## config.mk

```make
export PLATFORM = sky130hd
export DESIGN_NAME = m10k_wr_arb
export DESIGN_NICKNAME = d
export VERILOG_FILES = /design/src/rtl/m10k_pkg.sv /design/src/rtl/m10k_wr_arb_rr_pick.sv /design/src/rtl/m10k_wr_arb.sv
export SDC_FILE = /design/constraint.sdc
export NUM_CORES = 1
export LEC_CHECK = 0
export BUFFER_PORTS_ARGS = -buffer_cell sky130_fd_sc_hd__buf_4
export CORE_AREA = 2 2 520 522
export DETAILED_ROUTE_END_ITERATION = 10
export DIE_AREA = 0 0 522 524
export PLACE_DENSITY = 0.3
export SYNTH_ARGS = -nofsm -noshare
export SYNTH_HDL_FRONTEND = slang
export SYNTH_SLANG_ARGS = --single-unit
```

## constraint.sdc

```tcl
create_clock -name i_clk -period 3.4 [get_ports i_clk]
set_input_delay 0.34 -clock i_clk [delete_from_list [all_inputs] [get_ports i_clk]]
set_output_delay 0.34 -clock i_clk [all_outputs]
set_load 0.05 [all_outputs]
```

## src/rtl/m10k_pkg.sv

```systemverilog
// Definitions shared by the M10K write path: geometry defaults and the
// write-arbiter state encoding.
package m10k_pkg;

   localparam int M10K_DATA_LEN     = 32;
   localparam int M10K_N            = 8;
   localparam int M10K_ADDRESS_SIZE = 4;

   typedef enum logic [1:0] {
      IDLE  = 2'd0,
      BURST = 2'd1,
      DONE  = 2'd2
   } state_t;

endpackage

```

## src/rtl/m10k_wr_arb_rr_pick.sv

```systemverilog
// Round-robin priority picker: finds the first set request bit at or above
// ptr, wrapping past the top requester back to requester 0.
module rr_pick #(
   parameter int NUM_REQ = 4,
   parameter int IDX_W   = 2
) (
   input  logic [NUM_REQ-1:0] req,
   input  logic [IDX_W-1:0]   ptr,
   output logic [IDX_W-1:0]   idx,
   output logic               any
);

   logic [2*NUM_REQ-1:0] req_dbl;
   logic [NUM_REQ-1:0]   req_rot;
   logic [IDX_W:0]       off;
   logic [IDX_W:0]       sum;

   assign req_dbl = {req, req};
   assign req_rot = req_dbl[ptr +: NUM_REQ];

   always_comb begin
      off = '0;
      any = 1'b0;
      // walk downward so the smallest offset from ptr wins
      for (int i = NUM_REQ - 1; i >= 0; i--) begin
         if (req_rot[i]) begin
            off = (IDX_W + 1)'(i);
            any = 1'b1;
         end
      end
      sum = {1'b0, ptr} + off;
      if (sum >= (IDX_W + 1)'(NUM_REQ)) begin
         sum = sum - (IDX_W + 1)'(NUM_REQ);
      end
      idx = sum[IDX_W-1:0];
   end

endmodule

```

## src/rtl/m10k_wr_arb.sv

```systemverilog
// M10K write-port arbiter: grants one requester at a time a fixed-length
// burst of row writes, round-robin between requesters.
//
// state | meaning
// IDLE  | port free, arbitrating among i_req
// BURST | port owned by gnt_idx; one row written per valid beat
// DONE  | one-cycle o_done pulse, advance round-robin pointer
module m10k_wr_arb
   import m10k_pkg::*;
#(
   parameter int DATA_LEN     = M10K_DATA_LEN,
   parameter int N            = M10K_N,
   parameter int ADDRESS_SIZE = M10K_ADDRESS_SIZE,
   parameter int NUM_REQ      = 4,
   parameter int BURST_LEN    = 4
) (
   input  logic                             i_clk,
   input  logic                             i_rstn,
   input  logic [NUM_REQ-1:0]               i_req,
   input  logic [NUM_REQ*ADDRESS_SIZE-1:0]  i_base_addr,
   input  logic [NUM_REQ-1:0]               i_wr_valid,
   input  logic [NUM_REQ*DATA_LEN*N-1:0]    i_wr_data,
   output logic [NUM_REQ-1:0]               o_grant,
   output logic [NUM_REQ-1:0]               o_beat_ack,
   output logic [NUM_REQ-1:0]               o_done,
   output logic [ADDRESS_SIZE-1:0]          o_write_addr,
   output logic [DATA_LEN*N-1:0]            o_write_data,
   output logic                             o_write_start,
   output logic [1:0]                       o_state
);

   localparam int ROW_W  = DATA_LEN * N;
   localparam int IDX_W  = (NUM_REQ > 2) ? 2 : 1;
   localparam int BEAT_W = 3;

   state_t                  state, state_nxt;
   logic [IDX_W-1:0]        rr_ptr, gnt_idx, pick_idx, ptr_nxt;
   logic                    pick_any;
   logic [BEAT_W-1:0]       beat;
   logic [ADDRESS_SIZE-1:0] base;
   logic                    beat_fire, last_beat;

   rr_pick #(
      .NUM_REQ (NUM_REQ),
      .IDX_W   (IDX_W)
   ) u_rr_pick (
      .req (i_req),
      .ptr (rr_ptr),
      .idx (pick_idx),
      .any (pick_any)
   );

   assign beat_fire = (state == BURST) && i_wr_valid[gnt_idx];
   assign last_beat = (beat == BEAT_W'(BURST_LEN - 1));
   assign ptr_nxt   = (int'(gnt_idx) == NUM_REQ - 1) ? '0 : gnt_idx + IDX_W'(1);

   always_ff @(posedge i_clk or negedge i_rstn) begin
      if (!i_rstn) begin
         state   <= IDLE;
         rr_ptr  <= '0;
         gnt_idx <= '0;
         beat    <= '0;
         base    <= '0;
      end else begin
         state <= state_nxt;
         case (state)
            IDLE: begin
               if (pick_any) begin
                  gnt_idx <= pick_idx;
                  base    <= i_base_addr[pick_idx*ADDRESS_SIZE +: ADDRESS_SIZE];
                  beat    <= '0;
               end
            end
            BURST: begin
               if (beat_fire && !last_beat) begin
                  beat <= beat + BEAT_W'(1);
               end
            end
            DONE:    rr_ptr <= ptr_nxt;
            default: ;
         endcase
      end
   end

   always_comb begin
      state_nxt = state;
      case (state)
         IDLE:    if (pick_any) state_nxt = BURST;
         BURST:   if (beat_fire && last_beat) state_nxt = DONE;
         DONE:    state_nxt = IDLE;
         default: state_nxt = IDLE;
      endcase
   end

   always_comb begin
      o_grant       = '0;
      o_beat_ack    = '0;
      o_done        = '0;
      o_write_start = 1'b0;
      o_write_addr  = '0;
      o_write_data  = '0;
      if (state == BURST) o_grant[gnt_idx] = 1'b1;
      if (state == DONE)  o_done[gnt_idx]  = 1'b1;
      // address wraps silently at the top of the M10K
      if (beat_fire) begin
         o_write_start       = 1'b1;
         o_beat_ack[gnt_idx] = 1'b1;
         o_write_addr        = base + ADDRESS_SIZE'(beat);
         o_write_data        = i_wr_data[gnt_idx*ROW_W +: ROW_W];
      end
   end

   assign o_state = state;

endmodule

```

* Word level (Yosys, flattened, before mapping)
Index checks and enable logic that the tools add are counted. Widths: inputs -> output; s select.
Operators by class: add/sub/neg operators 5, $lt $le $gt $ge 3, equal/unequal tests 7, shift operators 3, mux-type cells 26, reductions and logical operators 10
Operator list (number):
- $shiftx 1024x11->256 | 1
- $mux 256 | 1
- $mux 2 | 8
- $mux 4 | 4
- $shiftx 16x5->4 | 1
- $shiftx 8x3->4 | 1
- $mux 1 | 7
- $mux 3 | 2
- $pmux 3 s2 | 1
- $add 4x3->4 | 1
- $eq 2x1->1 const B | 2
- $logic_and 1x1->1 | 4
- $ne 2x1->1 const B | 2
- $pmux 2 s2 | 1
- $reduce_and 2->1 | 2
- $add 2x2->3 | 1
- $add 3x1->3 const B | 1
- $eq 3x2->1 const B | 1
- $ge 3x3->1 const B | 1
- $lt 2x3->1 const B | 1
- $reduce_and 3->1 | 1
- $add 2x1->2 const B | 1
- $bmux 1 s2 | 1
- $demux 1 s2 | 1
- 7 further kinds | 7
Storage, ports and cells: register bits 13, input port bits 1050, output and inout bits 275

* Longest topological paths before layout
Gate-level depths: netlist of run 1.
word-level depth 9, mapped depth 11

* Modules after synthesis
A second synthesis of run 1 with hierarchy kept.
Second synthesis, totals: cells, all modules 737, area total of the unflattened synthesis 9211.3 um^2
By module, submodules not included:
- m10k_wr_arb | times used 1, cells each 714, area an instance 9031.2 um^2
- rr_pick | times used 1, cells each 23, area an instance 180.2 um^2

* Least setup slack after synthesis of run 1
OpenSTA, ideal clock, no wires.
path type input port to flip-flop, start point in i_req[2], end point reg base[0], library setup time 126 ps, arrival 2222 ps, path slack 1052 ps, stages 11, cell sequence buf_2 nand2_1 a21oi_1 nor2_1 a211oi_1 a21oi_1 ha_1 clkbuf_1 mux2i_1 nor2_1 a221o_1
Between the ends: cells in the longest elaborated chain, start to end 9
RTL lines:
- start, declared | RTL line m10k_wr_arb.sv:19 | input logic [NUM_REQ-1:0] i_req,
- $shiftx 8x3->4 * | RTL line m10k_wr_arb_rr_pick.sv:19 | assign req_rot = req_dbl[ptr +: NUM_REQ];
- $mux 2 (3 in a row) | RTL line m10k_wr_arb_rr_pick.sv:26 | if (req_rot[i]) begin
- $mux 2 * | RTL line m10k_wr_arb_rr_pick.sv:26
- $add 2x2->3 * | RTL line m10k_wr_arb_rr_pick.sv:31 | sum = {1'b0, ptr} + off;
- $ge 3x3->1 / $sub 2x1->2 (equally long branches) | RTL line m10k_wr_arb_rr_pick.sv:32, m10k_wr_arb_rr_pick.sv:33
- $mux 2 * | RTL line m10k_wr_arb_rr_pick.sv:32 | if (sum >= (IDX_W + 1)'(NUM_REQ)) begin
- net pick_idx[0] | RTL line m10k_wr_arb.sv:37 | logic [IDX_W-1:0] rr_ptr, gnt_idx, pick_idx, ptr_nxt;
- $shiftx 16x5->4 * | RTL line m10k_wr_arb.sv:70 | base <= i_base_addr[pick_idx*ADDRESS_SIZE +: ADDRESS_SIZE];
- end signal, assigned | RTL line m10k_wr_arb.sv:70
- end, declared | RTL line m10k_wr_arb.sv:40 | logic [ADDRESS_SIZE-1:0] base;
Mark *: on every way through the listed nets, which the timed path passes. The rest lies on a longest branch. A chain may end at the register's enable or synchronous reset.

* Worst setup path in the final report of run 1
start point reg gnt_idx[0], end point out o_write_data[203]
Between the ends: cells in the longest elaborated chain, start to end 4
RTL lines:
- start, declared | RTL line m10k_wr_arb.sv:37
- start signal, assigned | RTL line m10k_wr_arb.sv:69 | gnt_idx <= pick_idx;
- branches (longest 3 deep; another with $shiftx 1024x11->256)
- $mux 256 * | RTL line m10k_wr_arb.sv:105 | if (beat_fire) begin
- end, declared | RTL line m10k_wr_arb.sv:27 | output logic [DATA_LEN*N-1:0] o_write_data,
Every way passes the cells marked *. The select of a mux whose other input is x is not followed.

==> impl_results.md, run 1 <==
- Status: finished, final reports clean
- Max incr delay on CP: 710 ps
- Yosys reg bits: 13
- Setup Viol. Count Final: 0
- Worst Hold Class: in2reg
- Post-Synthesis Cell Area: 0.009042 sq mm
- CP most frequent cell: buf_4
- DPL Wire Length: 202,200 microns
- Hold_buf cts: 1
- Hold depth: 4
- Seq/Total Area, Yosys: 3.598%
- Initial antenna violation count: 272
- Netlist cell types: 37
- Leakage power: 0.01018 uW
- Worst-Skew Late Latency: 250 ps
- Power Dens Cells: 864.4 mW/mm^2
- Post-synth top area share: 64.01%
- Clk_skew: 7.015 ps
- Max Cap Violations: 0
- Vias: 15,651
- Rows: 190
- Max Fclk: 310.2 MHz
- FF-to-FF path depth: 10
- Root buf cell: clkbuf_16
- Chip height: 524 microns
- Setup Crit Path Kind: reg2out
- Initial Util: 3.381%
- Pre-antenna DRT Iters: 4
- Share of cells above drive strength 1: 81.99%
- Multiplexer share of the synthesized area: 65.27%
- Post-CTS Setup Bufs: 0
- Initial drt markers: 1,242
- DRC: 0
- WP data required: 3060 ps
- Setup_tns: 0 ps
- Fin crit period: 3224 ps
- Die footprint: 0.2735 sq mm
- Final period utilization: 94.83%
- Routed wire length: 217,600 microns
- IO buf count: 1,324
- Core area: 0.2674 sq mm
- Vias in the first global route: 15,321
- Post-CTS sizing: 0
- Commonest non-fill, non-tap cell in the layout: buf_4
- First-pass GRT wire length: 250,200 microns
- Crit-path cells: mux4_4, buf_12, buf_4, and3_1, buf_4
- H-tree levels: 1
- Syn-to-layout area delta: 161.4%
- Compound-cell area share of the yosys netlist: 1.896%
- CTS tree: built
- Most frequent cells in the layout: buf_4, and3_1, mux4_2, buf_12, nor2_1
- Largest family of logic cells by synthesized area: multiplexers
- Grt ovf: 0
- Max-slew violations: 0
- Nature of the critical path endpoint: primary output
- RePlAce Congestion: 1.007
- Synth Instances: 755
- Nets: 3,061
- WP depth: 5
- Synth area leaders: mux4_2, and3_1, dfrtp_1
- Syn avg cell area: 11.98 sq um
- Die X: 522 microns
- Post-Synth Simple-Gate Area: 21.13%
- DR WL/cell: 38.78 microns
- Post-synth EDFFs: 0
- Crit path max fanout: 109
- Final hold violations: 0
- Synth Flop Type: dfrtp_1
- Worst Max-Slew Pin Slew: 1087 ps
- Syn_nets: 1,816
- Arr. time, crit path: 2880 ps
- Clock buffer depth: 2
- Worst setup SP type: flop
- Max stage delay cell, worst path: mux4_4
- GRT Overall Usage: 15.07%
- Fin Hold WS: 497.6 ps
- Largest net degree at the start of global routing: 107
- Max VDD drop: 0.0004358 V
- CP bufs+invs: 3
- CP delay by family, top: buffers and inverters
- Num CTS Buffers: 3
- Clock sinks: 13
- Yosys warning total: 0
- Post-synth top area cell: mux4_2
- Post-Synth XOR/XNOR Area: 0.2906%
- FFs w/ async S/R, synth: 100.0%
- Relative slew slack: 27.32%
- Routed vias/inst: 2.789
- Final antenna-violating net count: 0
- Adder-cell share of the synthesized area: 1.605%
- Clk pin slew, worst setup/hold paths: 60 ps
- Unrepaired setup endpoints after global routing: false
- Io pins: 1,325
## routing by layer
| layer | track usage, % | wire [microns] | share of wire, % |
|---|---|---|---|
| met5 | 0 | 1060 | 0.49 |
| met4 | 2.545 | 4630 | 2.1 |
| met3 | 8.345 | 30190 | 14 |
| met2 | 25.17 | 101800 | 47 |
| met1 | 16.90 | 79930 | 37 |
## worst min-delay path, stage by stage
cell and delay (ps):
buf_4 80, mux2i_1 50, nor2_1 90, a221o_1 150
## final timing paths
kind	start	end	slack, ps
worst min register to register	beat[0]	beat[0]	520
worst min-delay path	i_base_addr[0]	base[0]	500
max in group asynchronous	i_rstn	gnt_idx[1]	2600
min in group asynchronous	i_rstn	beat[0]	580
worst max-delay path	gnt_idx[0]	o_write_data[203]	180
worst max register to register	rr_ptr[1]	base[1]	740
## synth_stat cells, types with 3 or more instances
| master | number |
|---|---|
| and3_1 | 262 |
| mux4_2 | 257 |
| clkbuf_1 | 65 |
| buf_2 | 26 |
| buf_1 | 19 |
| dfrtp_1 | 13 |
| buf_4 | 12 |
| nor2_1 | 12 |
| ha_1 | 10 |
| and2_1 | 8 |
| mux2i_1 | 8 |
| inv_1 | 6 |
| nand2_1 | 6 |
| a21oi_1 | 5 |
| nor2b_1 | 5 |
| a221o_1 | 4 |
| nor4_1 | 4 |
| mux2_2 | 3 |
| nand3_1 | 3 |
| o21ai_1 | 3 |
| o21ai_2 | 3 |
## logic make-up (layout without fill, tap and decap cells)
logic type               after synthesis  in the layout
multiplexers                         268            268
other                                  0             60
adder cells (fa/ha/maj)               11             11
XOR/XNOR                               3              3
AO/OA/AOI/OAI                         21             21
buffers and inverters                129           1373
flip-flops                            13             13
AND/OR/NAND/NOR                      310            310
## metrics by stage
| stage | area [sq um] | setup slack [ps] | total power (uW) | utilization [%] | cells |
|---|---|---|---|---|---|
| 2_1_floorplan | 9042 | 1052 | 11510 | - | 755 |
| 3_3_place_gp | 23400 | 506.5 | 20760 | 8.749 | 5546 |
| 3_5_place_dp | 23400 | 492.0 | 20660 | 8.749 | 5546 |
| 4_1_cts | 23490 | 210.5 | 20980 | 8.783 | 5551 |
| 5_1_grt | 23530 | 137.8 | 21330 | 8.798 | 5567 |
| 6_report | 23640 | 175.8 | 20430 | 8.839 | 5611 |
## where the power goes
group	leakage (uW)	total (uW)	internal, uW	switching [uW]
clock	0.0000413	238	157	80.5
combinational	0.00998	19900	6520	13300
sequential	0.000161	345	226	119
## sequential cells by signal, summed over array words and instances (netlist names)
| signal | count |
|---|---|
| o_state | 2 |
| beat | 3 |
| base | 4 |
| gnt_idx | 2 |
| rr_ptr | 2 |
## area by class of cell
cell class / instances / area (sq um)
Multi-Input combinational cell: 613 / 8165
Clock buffer: 3 / 75.07
Timing Repair Buffer: 1362 / 10440
Antenna cell: 60 / 150.1
Clock inverter: 1 / 5.005
Fill cell: 31270 / 243800
Inverter: 7 / 26.28
Sequential cell: 13 / 332.8
Tap cell: 3552 / 4444
(Power assumes the default switching activity.)
==> run 2: changes to the inputs <==
CORE_AREA = 2 2 510 512   (was 2 2 520 522)
DIE_AREA = 0 0 512 514   (was 0 0 522 524)
SYNTH_HIERARCHICAL = 1   (was unset)
==> run 2 against run 1 <==
  * Non-clock buffer count up 15
  * Worst hold slack improved by 33 ps
  * Register-to-register slack improved by 50 ps
  * Global-route usage up 1.8 points
  * Cell area down 0.23%
  * Critical endpoint is now o_write_data[106]
  * Largest power group unchanged
==> impl_results.md, run 2 <==
- Status: finished, final reports clean
- Unrepaired setup endpoints after global routing: false
- H-tree levels: 1
- Net switching power: 12,650 uW
- Hold_buf cts: 1
- DR WL/cell: 42.53 microns
- Yosys warning total: 6
- Io pins: 1,325
- Commonest cells in the netlist: and3_1, mux4_2, clkbuf_1
- GRT Overall Usage: 16.88%
- Post-synth top area share: 63.81%
- Relative slew slack: 38.43%
- Final period utilization: 94.27%
- Nets: 3,061
- Routed vias/inst: 2.907
- Core area: 0.2581 sq mm
- WP data required: 3060 ps
- Leakage power: 0.01022 uW
- Max reg flops: 4
- Num CTS Buffers: 3
- Setup_tns: 0 ps
- Pre-antenna DRT Iters: 5
- Setup Viol. Count Final: 0
- # fillers: 30,112
- RePlAce Congestion: 0.9918
- Worst Hold Class: reg2reg
- First-pass GRT wire length: 267,900 microns
- Synth Instances: 737
- Fin Hold WS: 530.2 ps
- Worst setup SP type: flop
- Chip height: 514 microns
- Combinational power share: 96.9%
- Final hold violations: 0
- FF-to-FF path depth: 7
- Sequential Area: 332.8 sq um
- Reg-to-reg endpoint: base[2]
- IO buf count: 1,324
- Die X: 512 microns
- Switching share of total power: 64.90%
- Post-CTS sizing: 0
- Clk pwr share: 1.3%
- FFs w/ async S/R, synth: 100.0%
- Initial antenna violation count: 327
- Biggest regs: base: 4 flops, beat: 3 flops
- Clock buffer depth: 2
- Internal: 6842 uW
- CTS tree: built
- Netlist cell types: 40
- Clk pin slew, worst setup/hold paths: 60 ps
- Setup Crit Path Kind: reg2out
- Power Dens Cells: 826.5 mW/mm^2
- DRC: 0
- Syn_nets: 1,798
- Synth area leaders: mux4_2, and3_1, dfrtp_1
- Initial drt markers: 1,259
- Post-synth top area cell: mux4_2
- Initial Util: 3.569%
- HP Start: base[0]
- Seq/Total Area, Yosys: 3.532%
- FF-to-FF setup slack: 790 ps
- Commonest non-fill, non-tap cell in the layout: buf_4
- Rows: 187
- Routed wire length: 232,800 microns
- Area of the multi-input gates: 0.008112 sq mm
- Arr. time, crit path: 2870 ps
- RR Startpoint: rr_ptr[1]
- Max VDD drop: 0.0007240 V
- Max Cap Violations: 0
- Largest net degree at the start of global routing: 134
- Syn-to-layout area delta: 156.0%
- Most frequent cells in the layout: buf_4, and3_1, mux4_2, buf_12, dfrtp_1
- Die footprint: 0.2632 sq mm
- Most frequent cell after synthesis: and3_1
- Synth Flop Type: dfrtp_1
- Crit path max fanout: 134
- Sequential power share: 1.8%
- Clock sinks: 13
- CP startpoint: gnt_idx[0]
- Max-slew violations: 0
- Clk_skew: 10.84 ps
- Worst-Skew Late Latency: 260 ps
- Nature of the critical path endpoint: primary output
- Final antenna-violating net count: 0
- Grt ovf: 0
- Vias in the first global route: 15,445
- DPL Wire Length: 217,200 microns
- Max Fclk: 312.0 MHz
- Worst Max-Slew Pin Slew: 923.6 ps
- Post-synth EDFFs: 0
- Post-Synthesis Cell Area: 0.009211 sq mm
- Largest Register: base
- Yosys reg bits: 13
- Fin crit period: 3205 ps
- Root buf cell: clkbuf_16
- Vias: 15,915
- Crit path to: o_write_data[106]
- Share of cells above drive strength 1: 82.74%
- Syn avg cell area: 12.50 sq um
- Post-CTS Setup Bufs: 0
==> run 2: cell types whose count changed in the layout (fill, tap and decap cells not counted), sizes merged, moves of 2 or more <==
cell    delta
mux4       +4
nand2b     +3
buf       +15
o21ai      -4
o211ai     +2
nor4       -4
a221o      -4
mux2       +4
mux2i      -7
a21oi      -2
diode     +13
nor2       -7
==> run 2: worst max-delay path: stages, from the launching register on <==
cell     delay, ps
dfrtp_4        500
mux4_4         740
buf_12         240
and3_1         580
buf_12         240
==> run 2: metal layers <==
| metal | wire, microns | share of wire (%) | vias up | track usage (%) |
|---|---|---|---|---|
| met5 | 1497 | 0.64 | - | 0 |
| met4 | 4930 | 2.1 | 228 | 1.990 |
| met3 | 31500 | 14 | 492 | 9.904 |
| met2 | 105800 | 45 | 1484 | 27.66 |
| met1 | 89100 | 38 | 7904 | 19.31 |
| li1 | - | - | 5807 | - |
==> run 2: stage by stage <==
stage / power (uW) / cells / utilization (%) / instance area (sq um) / setup WS (ps)
2_1_floorplan: 11390 / 737 / - / 9211 / 566.2
3_3_place_gp: 19760 / 5396 / 9.033 / 23310 / 460.3
3_5_place_dp: 19620 / 5396 / 9.033 / 23310 / 486.6
4_1_cts: 19960 / 5401 / 9.068 / 23400 / 199.3
5_1_grt: 20300 / 5424 / 9.090 / 23460 / 157.9
6_report: 19490 / 5474 / 9.138 / 23580 / 194.9
==> run 2: kinds of logic (layout without fill, tap and decap cells) <==
| kind of cell | Yosys count | in the layout | synth area share (%) |
|---|---|---|---|
| flops | 13 | 13 | 3.532 |
| compound gates | 16 | 16 | 1.277 |
| xor+xnor | 3 | 3 | 0.2853 |
| mux | 269 | 269 | 64.82 |
| simple gates | 298 | 298 | 19.99 |
| fa+ha+maj | 11 | 11 | 1.576 |
| buf+inv | 127 | 1389 | 8.517 |
| other cells | 0 | 73 | 0 |
==> run 2: how the worst min path moves through the flow <==
stage                     end  slack (ps)  cells after the start
finish                base[0]         530                      1
global route          base[3]         550                      3
CTS                   base[3]         530                      3
detailed placement  rr_ptr[1]         260                      1
global placement    rr_ptr[1]         260                      1
floorplan             base[0]          40                      0
==> run 2: final cells by class <==
| cell class | count | share of cell area (%) |
|---|---|---|
| Inverter | 8 | 0.1273 |
| Timing Repair Buffer | 1377 | 44.90 |
| Multi-Input combinational cell | 597 | 34.39 |
| Sequential cell | 13 | 1.411 |
| Antenna cell | 73 | 0.7746 |
| Tap cell | 3402 | 18.05 |
| Clock inverter | 1 | 0.02122 |
| Clock buffer | 3 | 0.3183 |
==> run 2: power groups by stage <==
stage / registers, uW / logic, uW / clock network (uW)
after detailed placement: 350 / 19300 / 0
after CTS: 348 / 19300 / 273
final: 342 / 18900 / 263
after floorplan: 294 / 11100 / 0
after global routing: 357 / 19700 / 273
after global placement: 351 / 19400 / 0
